[src/rtl/ysyx_22050078_rf_wb_arb.sv]
// rtl/ysyx_22050078_rf_wb_arb.sv - regfile write-port round-robin arbiter and RAW scoreboard
// Optional operand forwarding from the registered write stage: YSYX_22050078_RF_WB_BYPASS_EN
module ysyx_22050078_rf_wb_arb #(
   parameter int ADDR_WIDTH = 5,
   parameter int DATA_WIDTH = 64
) (
   input  logic                      clk,
   input  logic                      rst,
   input  logic                      i_flush,
   input  logic                      i_iss_valid,
   input  logic [ADDR_WIDTH-1:0]     i_iss_rd,
   input  logic [ADDR_WIDTH-1:0]     i_rs1_addr,
   input  logic [ADDR_WIDTH-1:0]     i_rs2_addr,
   output logic                      o_rs1_busy,
   output logic                      o_rs2_busy,
`ifdef YSYX_22050078_RF_WB_BYPASS_EN
   input  logic [DATA_WIDTH-1:0]     i_rs1_rdata,
   input  logic [DATA_WIDTH-1:0]     i_rs2_rdata,
   output logic [DATA_WIDTH-1:0]     o_rs1_fwd,
   output logic [DATA_WIDTH-1:0]     o_rs2_fwd,
`endif
   input  logic                      i_req0_valid,
   input  logic [ADDR_WIDTH-1:0]     i_req0_addr,
   input  logic [DATA_WIDTH-1:0]     i_req0_data,
   output logic                      o_req0_ready,
   input  logic                      i_req1_valid,
   input  logic [ADDR_WIDTH-1:0]     i_req1_addr,
   input  logic [DATA_WIDTH-1:0]     i_req1_data,
   output logic                      o_req1_ready,
   output logic                      o_wen,
   output logic [ADDR_WIDTH-1:0]     o_waddr,
   output logic [DATA_WIDTH-1:0]     o_wdata,
   output logic [(1<<ADDR_WIDTH)-1:0] o_busy_mask
);

   localparam int NREG = 1 << ADDR_WIDTH;

   // x0 is never tracked, so the stored mask starts at bit 1
   logic [NREG-1:1]       busy;
   logic [NREG-1:1]       busy_next;
   logic [NREG-1:1]       set_mask;
   logic [NREG-1:1]       clr_mask;
   logic                  rr;
   logic                  grant0;
   logic                  grant1;
   logic                  xfer;
   logic                  real_write;
   logic [ADDR_WIDTH-1:0] xfer_addr;
   logic [DATA_WIDTH-1:0] xfer_data;
   logic                  rs1_pending;
   logic                  rs2_pending;

   assign o_busy_mask = {busy, 1'b0};

   // rr=0 gives req0 priority on contention, rr=1 gives req1 priority
   always_comb begin
      grant0 = 1'b0;
      grant1 = 1'b0;
      if (!rst && !i_flush) begin
         if (i_req0_valid && (!i_req1_valid || !rr))
            grant0 = 1'b1;
         else if (i_req1_valid)
            grant1 = 1'b1;
      end
   end

   assign o_req0_ready = grant0;
   assign o_req1_ready = grant1;
   assign xfer         = grant0 | grant1;
   assign xfer_addr    = grant0 ? i_req0_addr : i_req1_addr;
   assign xfer_data    = grant0 ? i_req0_data : i_req1_data;
   assign real_write   = xfer && (xfer_addr != '0);

   // applying set after clear lets a same-cycle newer producer keep the reg busy
   always_comb begin
      set_mask = '0;
      clr_mask = '0;
      for (int n = 1; n < NREG; n++) begin
         set_mask[n] = i_iss_valid && (i_iss_rd == ADDR_WIDTH'(n));
         clr_mask[n] = xfer && (xfer_addr == ADDR_WIDTH'(n));
      end
      busy_next = (busy & ~clr_mask) | set_mask;
   end

   assign rs1_pending = o_busy_mask[i_rs1_addr];
   assign rs2_pending = o_busy_mask[i_rs2_addr];

`ifdef YSYX_22050078_RF_WB_BYPASS_EN
   logic rs1_hit;
   logic rs2_hit;

   assign rs1_hit    = o_wen && (o_waddr == i_rs1_addr) && (i_rs1_addr != '0);
   assign rs2_hit    = o_wen && (o_waddr == i_rs2_addr) && (i_rs2_addr != '0);
   assign o_rs1_fwd  = rs1_hit ? o_wdata : i_rs1_rdata;
   assign o_rs2_fwd  = rs2_hit ? o_wdata : i_rs2_rdata;
   assign o_rs1_busy = rs1_pending && !rs1_hit;
   assign o_rs2_busy = rs2_pending && !rs2_hit;
`else
   assign o_rs1_busy = rs1_pending;
   assign o_rs2_busy = rs2_pending;
`endif

   always_ff @(posedge clk) begin
      if (rst) begin
         o_wen   <= 1'b0;
         o_waddr <= '0;
         o_wdata <= '0;
         busy    <= '0;
         rr      <= 1'b0;
      end else begin
         o_wen <= real_write;
         // x0 writes are swallowed, so the visible address/data keep the last real write
         if (real_write) begin
            o_waddr <= xfer_addr;
            o_wdata <= xfer_data;
         end
         if (xfer)
            rr <= grant0;
         busy <= i_flush ? '0 : busy_next;
      end
   end

endmodule
[config.mk]
export PLATFORM = sky130hd
export DESIGN_NAME = ysyx_22050078_rf_wb_arb
export DESIGN_NICKNAME = d
export VERILOG_FILES = /design/src/rtl/ysyx_22050078_rf_wb_arb.sv
export SDC_FILE = /design/constraint.sdc
export NUM_CORES = 1
export LEC_CHECK = 0
export ABC_CLOCK_PERIOD_IN_PS = 5900
export BUFFER_PORTS_ARGS = -buffer_cell sky130_fd_sc_hd__buf_2
export CAP_MARGIN = 15
export CORE_AREA = 2 2 154 126
export DETAILED_ROUTE_END_ITERATION = 7
export DIE_AREA = 0 0 156 128
export SKIP_CTS_REPAIR_TIMING = 1
export SLEW_MARGIN = 5
export SYNTH_ARGS = -nofsm -noshare
export SYNTH_HDL_FRONTEND = slang
export SYNTH_SLANG_ARGS = --single-unit
[constraint.sdc]
create_clock -name clk -period 5.9 [get_ports clk]
set_input_delay 0.885 -clock clk [delete_from_list [all_inputs] [get_ports clk]]
set_output_delay 0.885 -clock clk [all_outputs]
set_load 0.02 [all_outputs]
Yosys cells after proc, flatten, opt, wreduce, memory -nomap -nowiden
Cells that the tools add are included.
{"block": "totals", "ff_bits": 102, "latchBits": 0, "ram_bits": 0, "romBits": 0, "input_bits": 159, "output_inout_bits": 106, "memories": 0}
{"block": "classes", "addsub": 0, "mul": 0, "n_div": 0, "order_cmp": 2, "n_eq_ne": 62, "shift": 0, "mux": 11, "bitwise_logic": 4, "n_reduce_logical": 72}
{"cell": "$eq A5 B5 Y1 const B", "count": 32}
{"cell": "$eq A5 B4 Y1 const B", "count": 16}
{"cell": "$logic_and A1 B1 Y1", "count": 65}
{"cell": "$mux W64", "count": 1}
{"cell": "$eq A5 B3 Y1 const B", "count": 8}
{"cell": "$and A31 B31 Y31", "count": 1}
{"cell": "$not A31 Y31", "count": 1}
{"cell": "$or A31 B31 Y31", "count": 1}
{"cell": "$eq A5 B2 Y1 const B", "count": 4}
{"cell": "$lt A5 B6 Y1 const B", "count": 2}
{"cell": "$bmux W1 S5", "count": 2}
{"cell": "$eq A5 B1 Y1 const B", "count": 2}
{"cell": "$mux W1", "count": 7}
{"cell": "$mux W5", "count": 1}
{"cell": "$reduce_bool A5 Y1", "count": 1}
{"cell": "$logic_not A1 Y1", "count": 4}
{"cell": "$reduce_or A2 Y1", "count": 1}
{"cell": "$logic_or A1 B1 Y1", "count": 1}
{"cell": "$or A1 B1 Y1", "count": 1}

Logic depth before layout (Yosys ltp)
{"block": "logic_depth", "depth_word": 11, "ltp_mapped": 9, "ltp_nobuf": 4}

Least setup slack after synthesis
OpenSTA, ideal clock, no wires.
{"block": "synth_path", "kind": "in2out", "start": "input port i_rs1_addr[0]", "end": "output port o_rs1_busy", "t_arrival_ns": 2.474, "path_slack_ns": 2.541, "cell_stages": 5, "path_buffers": 1, "cell_sequence": "clkbuf_1 mux4_2 mux2i_1 nor3b_1 or4_1"}
{"block": "synth_via", "elab_chain_len": 2}
{"item": "from (decl)", "line_no": "12", "rtl": "input logic [ADDR_WIDTH-1:0] i_rs1_addr,"}
{"item": "$bmux W1 S5", "line_no": "85", "rtl": "assign rs1_pending = o_busy_mask[i_rs1_addr];"}
{"item": "$mux W1 (implied by the code)", "line_no": "85"}
{"item": "to (decl)", "line_no": "14", "rtl": "output logic o_rs1_busy,"}
Every way passes these cells. The select of a mux whose other input is x is not followed.

Final worst setup path
{"block": "layout_path", "start": "input port i_req1_valid", "end": "register o_wdata[42]"}
{"block": "layout_via", "elab_chain_len": 8}
{"item": "from (decl)", "line_no": "26", "rtl": "input logic i_req1_valid,"}
{"item": "$logic_not A1 Y1", "line_no": "60", "rtl": "if (i_req0_valid && (!i_req1_valid || !rr))"}
{"item": "$logic_or A1 B1 Y1", "line_no": "60"}
{"item": "$logic_and A1 B1 Y1", "line_no": "60"}
{"item": "$mux W1", "line_no": "60"}
{"item": "$mux W1", "line_no": "59", "rtl": "if (!rst && !i_flush) begin"}
{"item": "$mux W5", "line_no": "70", "rtl": "assign xfer_addr = grant0 ? i_req0_addr : i_req1_addr;"}
{"item": "$reduce_bool A5 Y1", "line_no": "72", "rtl": "assign real_write = xfer && (xfer_addr != '0);"}
{"item": "$logic_and A1 B1 Y1", "line_no": "72"}
{"item": "to (signal assigned)", "line_no": "115", "rtl": "o_wdata <= xfer_data;"}
{"item": "to (decl)", "line_no": "32", "rtl": "output logic [DATA_WIDTH-1:0] o_wdata,"}
Several ways; a longest one is shown, not always the timed one.
A chain may end at the register's enable or synchronous reset.

==> impl_metrics.yaml <==
drt:
  via_per_inst: 5.28
  ant_nets: 0
  drtIter0Drc: 392
  wl_per_cell_um: 17.1
  routed_wl_um: 17700
  vias: 5446
  drcViolationCount: 0
  first_pass_iters: 8
place:
  numPortBuffers: 263
  place_congestion: 0.868
  dpl.hpwl_um: 13300
  place_ws_ps: 2040
sta:
  worst_pin_slew_ps: 858
  finalHoldViolations: 0
  grt_setup_unrepaired: "no"
  slew_violations: 0
  period_share: 0.595
  maxSlewHeadroom: 0.428
  max_freq_ghz: 0.285
  layout_min_cycle_time_ps: 3510
  finClkSkew_ps: 4.39
  fin_ws_ps: 2390
  holdWs_ps: 506
  setup_viol: 0
  setup-tns-final_ps: 0
cts:
  numCtsBuffers: 9
  cts_max_path_buffers: 2
  clock-sinks: 102
  clock_latency_ps: 350
  htreeDepth: 3
  path_clk_slew_ps: 70
  cts_tree: "built"
  root_buffer: "clkbuf_16"
critical_path:
  startpoint_type: "input port"
  path_cells: "buf_2 > a211oi_1 > o311a_2 > buf_4 > or2_2 > buf_4 > a211oi_1"
  crit_fanout: 69
  arrival_ps: 3700
  critPathSlowestCell: "a211oi_1"
  critPathKind: "input port to flip-flop"
  path_delay_family: "buffers and inverters"
  critical_path.max_stage_delay_ps: 730
  rr_endpoint: "o_wdata[42]$_SDFFE_PP0P_"
  r2r_slack_ps: 2780
  rr_worst_depth: 6
  crit_path_end_kind: "flip-flop"
  cp.required_ps: 6090
  crit_buf_inv: 3
  rr_startpoint: "rr$_SDFFE_PP0P_"
floorplanning:
  fp.dieW_um: 156
  initial_utilization: 0.293
  die_h_um: 128
  core_area_um2: 18500
  fp-row-count: 45
  ios: 265
  die_area_um2: 20000
synthesis:
  yosysMostFrequentCell: "dfxtp_1"
  syn_area_per_cell_um2: 9.43
  synth_top_area_share: 0.377
  synth_commonest_cells: "dfxtp_1 (102), nor3_1 (74), mux2i_1 (70), a211oi_1 (63), clkbuf_1 (34)"
  ys_ff_latch: 102
  synth_edf_count: 0
  syn_inst: 575
  syn-cell-area_um2: 5420
  synthFlopType: "dfxtp_1"
  synth.area.top_cells: "dfxtp_1 (38%), mux2i_1 (13%), a211oi_1 (8.7%)"
  ys_seq_area_frac: 0.377
  syn_nets: 734
  synth_cell_type_count: 44
  yosysWarnings: 0
  yosys.area.top_type: "dfxtp_1"
  async_flop_share: 0
hold_path:
  hold_class: "flip-flop to flip-flop"
  hold_depth: 2
  holdCritStartpoint: "busy[31]$_SDFF_PP0_"
  whs_endpoint: "busy[31]$_SDFF_PP0_"
status:
  status: "finished clean"
grt:
  antenna_found_initial: 2
  grt_pass1_vias: 4976
  grt_max_degree: 73
  track_usage: 0.174
  grt_overflow: 0
  grt_pass1_wl_um: 27400
pwr:
  ir_drop_v: 0.000156
  p_per_area_nw_per_um2: 238
  power_w: 0.00169
  p_leak_nw: 2.83
final_layout:
  final_core_util: 0.383
  multi_input_area_um2: 3080
  fillerInstances: 1924
  finalNetCount: 950
  layout-drive-gt1-share: 0.401
  regArea_um2: 2040
  area_growth_pct: 30.8
flow_run:
  cap_violations: 0
==> logic make-up after synthesis <==
family | count (synthesis) | share of synthesized area
other cells | 1 | 0.000692
mux | 84 | 0.179
flops | 102 | 0.377
buf+inv | 67 | 0.0568
simple gates | 172 | 0.170
compound gates | 149 | 0.217
==> where the power goes <==
group	switching [W]	internal, W
clock network	0.000267	0.000341
logic	0.000200	0.000135
registers	0.0000186	0.000726
total	0.000485	0.00120
==> placed cells by master, fill, tap and decap left out, types with 3 or more instances in the layout <==
master	count
buf_4	6
o22ai_1	32
dfxtp_1	102
clkbuf_16	9
nand4_1	3
a2111oi_0	4
nor2b_1	14
mux4_2	10
a211oi_1	63
nand3_1	8
o211ai_1	5
nand2_1	33
nand2b_1	9
a211oi_2	10
or4_1	4
nor2_1	3
mux2_2	4
o32ai_1	26
mux2i_1	70
inv_1	3
or2_2	3
buf_2	263
nand4b_1	4
nand3b_1	6
nor3_1	74
==> area by class of cell <==
type | instances | area share
tap | 235 | 0.0415
clock buffer | 11 | 0.0342
timing repair buffer | 269 | 0.192
sequential | 102 | 0.288
clock inverter | 5 | 0.00829
multi-input combinational | 406 | 0.434
antenna | 1 | 0.000353
inverter | 3 | 0.00159
==> how the worst max path moves through the flow <==
| stage | from | to | slack, ps | depth (start not counted) |
|---|---|---|---|---|
| after floorplan | i_rs1_addr[0] | o_rs1_busy | 2540 | 5 |
| after global placement | i_req1_valid | o_wdata[53]$_SDFFE_PP0P_ | 2060 | 7 |
| after detailed placement | i_req1_valid | o_wdata[30]$_SDFFE_PP0P_ | 2040 | 7 |
| after CTS | i_rs2_addr[1] | o_rs2_busy | 2410 | 6 |
| after global routing | i_req1_valid | o_wdata[51]$_SDFFE_PP0P_ | 2120 | 7 |
| final | i_req1_valid | o_wdata[42]$_SDFFE_PP0P_ | 2390 | 7 |
==> metal layers <==
| metal | part of all wire | up-vias | global-route usage |
|---|---|---|---|
| li1 | - | 2684 | - |
| met1 | 0.46 | 2500 | 0.248 |
| met2 | 0.43 | 241 | 0.257 |
| met3 | 0.091 | 19 | 0.0477 |
| met4 | 0.012 | 2 | 0.0464 |
| met5 | 0.00074 | - | 0 |
==> registers in the layout (all words and copies together), names as in the netlist <==
register,count
rr,1
o_waddr,5
o_wdata,64
o_wen,1
busy,31
==> worst min-delay path, delay by kind of cell (launching register included) <==
family	cells	cell delay [ps]
DFF	1	330
AOI/OAI and AO/OA	1	60
and+or+nand+nor	1	60
==> metrics by stage <==
stage | area (um2) | cells
floorplan | 5420 | 575
global placement | 6790 | 1015
detailed placement | 6790 | 1015
CTS | 7090 | 1031
global route | 7090 | 1032
finish | 7090 | 1032
Power figures use the tool's default switching activity.
